--- src/rtl/dual_issue_scheduler.sv ---
// In-order instruction-pair queue feeding two issue lanes. The head pair issues
// together unless the younger instruction depends on the older one or stall is high.
module dual_issue_scheduler #(
    parameter int          DEPTH    = 4,
    parameter logic [31:0] RESET_PC = 32'h0000_0000
) (
    input  logic                     clk_i,
    input  logic                     rst_i,
    input  logic                     fetch_valid_i,
    input  logic [31:0]              fetch_inst0_i,
    input  logic [31:0]              fetch_inst1_i,
    input  logic [31:0]              fetch_pc_i,
    output logic                     fetch_ready_o,
    input  logic                     stall_i,
    input  logic                     flush_i,
    output logic                     issue0_valid_o,
    output logic [31:0]              issue0_inst_o,
    output logic [31:0]              issue0_pc_o,
    output logic                     issue1_valid_o,
    output logic [31:0]              issue1_inst_o,
    output logic [31:0]              issue1_pc_o,
    output logic [$clog2(DEPTH):0]   queue_count_o
);

    localparam int          PTR_W = $clog2(DEPTH);
    localparam int          CNT_W = PTR_W + 1;
    localparam logic [31:0] NOP   = 32'h0000_0013;

    localparam logic [6:0] OP_ALUI = 7'b0010011;
    localparam logic [6:0] OP_ALUR = 7'b0110011;
    localparam logic [6:0] OP_LUI  = 7'b0110111;

    logic [31:0]      inst_q [DEPTH];
    logic [31:0]      pc_q   [DEPTH];
    logic [PTR_W-1:0] head;
    logic [PTR_W-1:0] tail;
    logic [CNT_W-1:0] count;

    logic             enq;
    logic [1:0]       deq_num;
    logic [PTR_W-1:0] head_p1;
    logic [31:0]      h0;
    logic [31:0]      h1;
    logic [31:0]      h0_pc;
    logic [31:0]      h1_pc;
    logic             h0_writes;
    logic             h1_writes;
    logic             h1_reads_rs1;
    logic             h1_reads_rs2;
    logic             hazard;

    function automatic logic op_writes(input logic [6:0] op);
        return (op == OP_ALUI) || (op == OP_ALUR) || (op == OP_LUI);
    endfunction

    assign fetch_ready_o = (count <= CNT_W'(DEPTH - 2));
    assign enq           = fetch_valid_i && fetch_ready_o;
    assign queue_count_o = count;

    always_comb begin
        head_p1      = head + PTR_W'(1);
        h0           = inst_q[head];
        h1           = inst_q[head_p1];
        h0_pc        = pc_q[head];
        h1_pc        = pc_q[head_p1];
        // A write to x0 is architecturally void, so it never creates a hazard.
        h0_writes    = op_writes(h0[6:0]) && (h0[11:7] != 5'd0);
        h1_writes    = op_writes(h1[6:0]) && (h1[11:7] != 5'd0);
        h1_reads_rs1 = (h1[6:0] == OP_ALUI) || (h1[6:0] == OP_ALUR);
        h1_reads_rs2 = (h1[6:0] == OP_ALUR);
        hazard       = 1'b0;
        if (h0_writes) begin
            if (h1_reads_rs1 && (h1[19:15] == h0[11:7])) hazard = 1'b1;
            if (h1_reads_rs2 && (h1[24:20] == h0[11:7])) hazard = 1'b1;
            if (h1_writes && (h1[11:7] == h0[11:7]))     hazard = 1'b1;
        end
        deq_num = 2'd0;
        if (!stall_i && !flush_i) begin
            if (count == CNT_W'(1))      deq_num = 2'd1;
            else if (count > CNT_W'(1))  deq_num = hazard ? 2'd1 : 2'd2;
        end
    end

    // Storage has no reset; occupancy tracking guards every read.
    always_ff @(posedge clk_i) begin
        if (!rst_i && !flush_i && enq) begin
            inst_q[tail]              <= fetch_inst0_i;
            pc_q[tail]                <= fetch_pc_i;
            inst_q[tail + PTR_W'(1)]  <= fetch_inst1_i;
            pc_q[tail + PTR_W'(1)]    <= fetch_pc_i + 32'd4;
        end
    end

    always_ff @(posedge clk_i) begin
        if (rst_i) begin
            head           <= '0;
            tail           <= '0;
            count          <= '0;
            issue0_valid_o <= 1'b0;
            issue0_inst_o  <= NOP;
            issue0_pc_o    <= RESET_PC;
            issue1_valid_o <= 1'b0;
            issue1_inst_o  <= NOP;
            issue1_pc_o    <= RESET_PC;
        end else if (flush_i) begin
            head           <= '0;
            tail           <= '0;
            count          <= '0;
            issue0_valid_o <= 1'b0;
            issue0_inst_o  <= NOP;
            issue1_valid_o <= 1'b0;
            issue1_inst_o  <= NOP;
        end else begin
            if (enq) tail <= tail + PTR_W'(2);
            head  <= head + PTR_W'(deq_num);
            count <= count + (enq ? CNT_W'(2) : CNT_W'(0)) - CNT_W'(deq_num);
            if (!stall_i) begin
                issue0_valid_o <= (deq_num != 2'd0);
                issue0_inst_o  <= (deq_num != 2'd0) ? h0 : NOP;
                if (deq_num != 2'd0) issue0_pc_o <= h0_pc;
                issue1_valid_o <= (deq_num == 2'd2);
                issue1_inst_o  <= (deq_num == 2'd2) ? h1 : NOP;
                if (deq_num == 2'd2) issue1_pc_o <= h1_pc;
            end
        end
    end

endmodule

--- config.mk ---
export PLATFORM = sky130hd
export DESIGN_NAME = dual_issue_scheduler
export DESIGN_NICKNAME = d
export VERILOG_FILES = /design/src/rtl/dual_issue_scheduler.sv
export SDC_FILE = /design/constraint.sdc
export NUM_CORES = 1
export LEC_CHECK = 0
export ABC_AREA = 1
export ABC_CLOCK_PERIOD_IN_PS = 10100
export BUFFER_PORTS_ARGS = -buffer_cell sky130_fd_sc_hd__clkbuf_2
export CAP_MARGIN = 20
export CORE_ASPECT_RATIO = 0.6
export CORE_UTILIZATION = 48
export DETAILED_ROUTE_END_ITERATION = 16
export PLACE_DENSITY = 0.71
export SLEW_MARGIN = 20
export SYNTH_ARGS = -nofsm -noshare
export SYNTH_HDL_FRONTEND = slang
export SYNTH_SLANG_ARGS = --single-unit
--- constraint.sdc ---
create_clock -name clk_i -period 10.1 [get_ports clk_i]
set_input_delay 1.01 -clock clk_i [delete_from_list [all_inputs] [get_ports clk_i]]
set_output_delay 1.01 -clock clk_i [all_outputs]
set_load 0.005 [all_outputs]
# Word-level counts from Yosys, hierarchy flattened
# Memory sizes are Yosys's and may differ from the RTL's. A register that Yosys moved wholly into a read port is not among the register bits.
# Index checks and enable logic that the tools add are counted.
[classes]
addsub = 7
n_mul = 0
div_mod_pow = 0
n_lt_le_gt_ge = 2
eq_ne = 11
n_shift = 0
n_mux = 14
bitwise_logic = 2
reduce_logical = 22
[op_table]
columns = ["op", "n"]
rows = [
  ["$mux W32", 2],
  ["$add A32 B3 Y32 const B", 1],
  ["$eq A7 B6 Y1 const B", 4],
  ["$eq A5 B5 Y1", 3],
  ["$eq A7 B5 Y1 const B", 2],
  ["$mux W2", 6],
  ["$reduce_bool A5 Y1", 2],
  ["$logic_and A1 B1 Y1", 9],
  ["$mux W1", 6],
  ["$reduce_and A3 Y1", 2],
  ["$add A2 B1 Y2 const B", 2],
  ["$logic_or A1 B1 Y1", 4],
  ["$add A3 B2 Y3", 1],
  ["$eq A3 B1 Y1 const B", 1],
  ["$gt A3 B1 Y1 const B", 1],
  ["$le A3 B2 Y1 const B", 1],
  ["$logic_not A1 Y1", 3],
  ["$sub A3 B2 Y3", 1],
  ["$add A2 B2 Y2", 1],
  ["$add A2 B2 Y2 const B", 1],
  ["$eq A2 B2 Y1 const B", 1],
  ["$not A1 Y1", 2],
  ["$reduce_bool A2 Y1", 1],
  ["$reduce_or A2 Y1", 1],
]
[totals]
ff_bits = 73
latch_bits = 0
mem_bits_rw = 256
mem_bits_ro = 0
in_bits = 101
word_cells = 67
memories = 2
[memory_table]
columns = ["memory", "words", "width", "rd", "rd_clocked_by_memory_dff", "wr", "line_no", "source"]
rows = [
  ["inst_q", 4, 32, 2, 1, 2, "33", "logic [31:0] inst_q [DEPTH];"],
  ["pc_q", 4, 32, 2, 2, 2, "34", "logic [31:0] pc_q [DEPTH];"],
]

# Longest topological paths before layout
# An unclocked memory read counts as a cell.
[depth]
ltp_word = 15
ltp_mapped = 25
mapped_depth_nobuf = 21

# Worst setup path before layout
# OpenSTA, ideal clock, no wires.
[synth_path]
path_kind = "input-to-reg"
startpoint = "input flush_i"
endpoint = "memory inst_q[2][0] (enable)"
t_arrival_ns = 10.273
t_required_ns = 9.335
slack_ns = -0.939
cell_stages = 4
path_buffers = 1
path_cell_list = "nor2_1 inv_1 clkbuf_1 nor3_1"
[synth_rtl]
columns = ["item", "line_no", "source"]
rows = [
  ["start, declared", "15", "input logic flush_i,"],
  ["end, declared", "33", ""],
]

# Worst setup path in the final report
[layout_path]
startpoint = "register head[0]"
endpoint = "register count[2], in the netlist queue_count_o[2]"
[layout_via]
elab_chain_len = 14
word_cells_on_any_way = 24
[layout_rtl]
columns = ["item", "line_no", "source"]
rows = [
  ["start, declared", "35", "logic [PTR_W-1:0] head;"],
  ["start signal, assigned", "115", "head <= head + PTR_W'(deq_num);"],
  ["$add A2 B1 Y2 *", "61", "head_p1 = head + PTR_W'(1);"],
  ["$mem_v2 Z4 W32 *", "--", ""],
  ["$eq A7 B5 Y1 or $eq A7 B6 Y1 (tied branches)", "53, 69, 70", ""],
  ["$logic_or A1 B1 Y1", "53, 69", ""],
  ["$logic_and A1 B1 Y1 or $logic_or A1 B1 Y1 (tied branches)", "73, 53", ""],
  ["$mux W1 or $logic_and A1 B1 Y1 (tied branches)", "73, 68", ""],
  ["$mux W1 or $logic_and A1 B1 Y1 (tied branches)", "74, 75", ""],
  ["$mux W1 *", "75", "if (h1_writes && (h1[11:7] == h0[11:7])) hazard = 1'b1;"],
  ["$mux W1 *", "72", "if (h0_writes) begin"],
  ["$mux W2 * (2 in a row)", "80", "else if (count > CNT_W'(1)) deq_num = hazard ? 2'd1 : 2'd2;"],
  ["$mux W2 *", "79", "if (count == CNT_W'(1)) deq_num = 2'd1;"],
  ["$mux W2 *", "78", "if (!stall_i && !flush_i) begin"],
  ["$sub A3 B2 Y3 *", "116", "count <= count + (enq ? CNT_W'(2) : CNT_W'(0)) - CNT_W'(deq_num);"],
  ["end signal, assigned", "116", ""],
  ["end, declared", "37", "logic [CNT_W-1:0] count;"],
]
# Mark *: on every way between the ends. The rest lies on a longest branch, timed or not.
# A chain may end at the register's enable or synchronous reset.

==> impl_metrics.yaml <==
flow_run:
  maxCapViolCount: 0
setup_path:
  crit_type: "reg2reg"
  crit_arrival_ps: 5640
  critPathMaxFanout: 110
  slowest_stage: "dfxtp_4"
  cp.required_ps: 10570
  crit_path_start_kind: "register"
  cp_cell_sequence: "inv_6 -> nand2_4 -> nand2_4 -> nand2_1 -> nand2_1 -> nor2_1 -> nand2_1 -> nand2_1 -> nand2_1 -> nand3_1 -> nand3_1 -> nand2_2 -> nand3_4 -> inv_1 -> fa_1 -> inv_1 -> ha_1 -> xor2_1 -> o21ai_0 -> a21oi_1"
  slowest_delay_ps: 900
  end_kind: "register"
  cpMostUsedCell: "nand2_1"
sta:
  setup_violations: 0
  finalHoldViolCount: 0
  worstMarginPinSlew_ps: 1084
  fin_tns_setup_ps: 0
  fmax_ghz: 0.1934
  slew_viol_final: 0
  rsz0062_at_grt: "false"
  period_share: 0.5119
  slew_headroom: 0.2773
  min_period_ps: 5171
  skew_ps: 20.29
clock_tree:
  clockBufferDepth: 3
  tritoncts: "yes"
  clk_pin_slew_ps: 70
  clkLatencyLatePin_ps: 550
  postCtsSetupBuffers: 0
  cts_num_sinks: 388
  ctsResizeCount: 0
  htree_levels: 2
  root_buffer: "clkbuf_16"
  ctsHoldBuffers: 0
  cts_buffers: 37
grt:
  use_met2: 0.3899
  grt_antenna_before_repair: 0
  grt_max_degree: 115
  use_met1: 0.3784
  grt_usage: 0.2601
  grt_pass1_wl_mm: 75.88
  grt_use_met3: 0.04692
  grt_pass1_vias: 13640
  busiest_layer: "met2"
  grt-ovfl-total: 0
pwr:
  combPwrFrac: 0.109
  p_per_area_nw_per_um2: 177.0
  p_total_uw: 3597
  p_sw_uw: 920.4
  vdd_drop_max_mv: 0.09942
  p_leak_uw: 0.008217
  p_clk_frac: 0.394
  p_int_uw: 2677
  switching_share: 0.2558
  seq_power_share: 0.497
floorplanning:
  ioPinCount: 235
  die_w_um: 250.6
  rows: 54
  core_region_area_um2: 36420
  initial_core_util: 0.4888
  dieArea_um2: 37880
  die_y_um: 151.2
place:
  io_buffers: 234
  post-dp-hpwl_mm: 33.01
  place.gp.congestion: 0.9102
  placedCellCount: 2595
finish:
  syn2layout_area_growth_pct: 14.16
  layout_common_cells: "nand2_1 (542), edfxtp_1 (252), clkbuf_2 (234), inv_1 (217), o21ai_0 (173)"
  final_cells: 2664
  num_antenna_cells: 0
  final_common_cell: "nand2_1"
  final_nets: 2265
  layout-drive-gt1-share: 0.1527
run_status:
  status: "finished clean"
synth:
  syn_inst: 2000
  synth-main-ff-cell: "edfxtp_1"
  syn-num-nets: 2106
  yosysWarnings: 0
  async_flop_share: 0
  syn_area_um2: 17800
  ys_ff_latch: 388
  synth_edf_count: 252
  yosysSeqAreaShare: 0.5781
  syn_avg_cell_area_um2: 8.900
  synthDistinctLibCells: 37
routing:
  drt-total-wl_mm: 49.96
  wl_per_cell_um: 18.75
  drc_errors: 0
  drt-pass1-iter-count: 6
  via_per_inst: 5.571
  postRouteAntennaNets: 0
  dr_total_vias: 14841
  drt_iter0_markers: 1449
min_path:
  min_path_type: "reg2reg"
critical path, delay by kind of cell (launching register included):
| kind | cells | cell delay (ps) |
|---|---|---|
| simple gates | 12 | 2340 |
| fa+ha+maj | 2 | 590 |
| xor+xnor | 1 | 180 |
| compound gates | 2 | 250 |
| flops | 1 | 900 |
| buf+inv | 3 | 690 |
power by group through the flow:
stage               Combinational (uW)  Sequential [uW]  Clock, uW
floorplan                          241             1820          0
global placement                   373             1820          0
detailed placement                 383             1820          0
CTS                                385             1790       1430
global route                       432             1790       1490
finish                             391             1790       1420
cell type report:
class / instances / area, um2
Clock buffer: 49 / 1075
Clock inverter: 19 / 160.2
Fill cell: 3201 / 16100
Inverter: 223 / 842.1
Multi-Input combinational cell: 1258 / 6040
Sequential cell: 388 / 10300
Tap cell: 476 / 595.6
Timing Repair Buffer: 251 / 1311
sequential cells by signal (all words and copies together), names as in the netlist:
name,count
inst_q,128
pc_q,124
issue0_inst_o,32
issue0_pc_o,32
issue1_inst_o,32
issue1_pc_o,32
queue_count_o,3
head,2
issue0_valid_o,1
issue1_valid_o,1
tail,1
Yosys cell counts, types with 4 or more instances:
master    number  area (um2)
xnor2_1        7       61.31
xor2_1        24       210.2
buf_1         21       78.83
buf_6         15       168.9
o21ai_0      173       865.8
nand3_1       46       230.2
nand2_1      542        2034
dfxtp_1      136        2723
buf_4          7       52.55
a31oi_1       32       200.2
or2_2          4       25.02
buf_2         25       125.1
clkbuf_1      63       236.5
o211ai_1      57       427.9
edfxtp_1     252        7567
o22ai_1       18       112.6
o21ai_1        6       30.03
nor2_1       115       431.7
a21oi_1      135       675.7
ha_1           4       50.05
inv_1        220       825.8
nor3_1         6       30.03
nand4_1       71       444.2
worst paths after layout:
| path | endpoint | cells after the start | startpoint | slack [ps] |
|---|---|---|---|---|
| setup / recovery | queue_count_o[2] | 20 | head[0] | 4930 |
| hold / removal | issue1_inst_o[7] | 2 | issue1_inst_o[7] | 460 |
| setup reg to reg | queue_count_o[2] | 20 | head[0] | 4930 |
| hold reg to reg | issue1_inst_o[7] | 2 | issue1_inst_o[7] | 460 |
per-layer routing:
metal	share of wire	up-vias
met5	0	-
met4	0.030	0
met3	0.099	94
met2	0.43	730
met1	0.44	6975
li1	-	7042
cells by family after synthesis:
group,synth area share
flops,0.5781
fa+ha+maj,0.003937
compound gates,0.1319
buf+inv,0.08449
mux,0.001687
simple gates,0.1847
xor+xnor,0.01525
per-stage QoR:
| stage | worst slack (ps) | area (um2) | utilization | hold slack (ps) |
|---|---|---|---|---|
| 6_report | 4929 | 20320 | 0.5580 | 462.7 |
| 5_1_grt | 4570 | 20320 | 0.5580 | 480.9 |
| 4_1_cts | 5081 | 20300 | 0.5574 | 468.0 |
| 3_5_place_dp | 5120 | 19070 | 0.5235 | 457.3 |
| 3_3_place_gp | 5328 | 19060 | 0.5235 | 449.4 |
| 2_1_floorplan | 2566 | 17800 | - | 441.1 |
(Power assumes the default switching activity.)
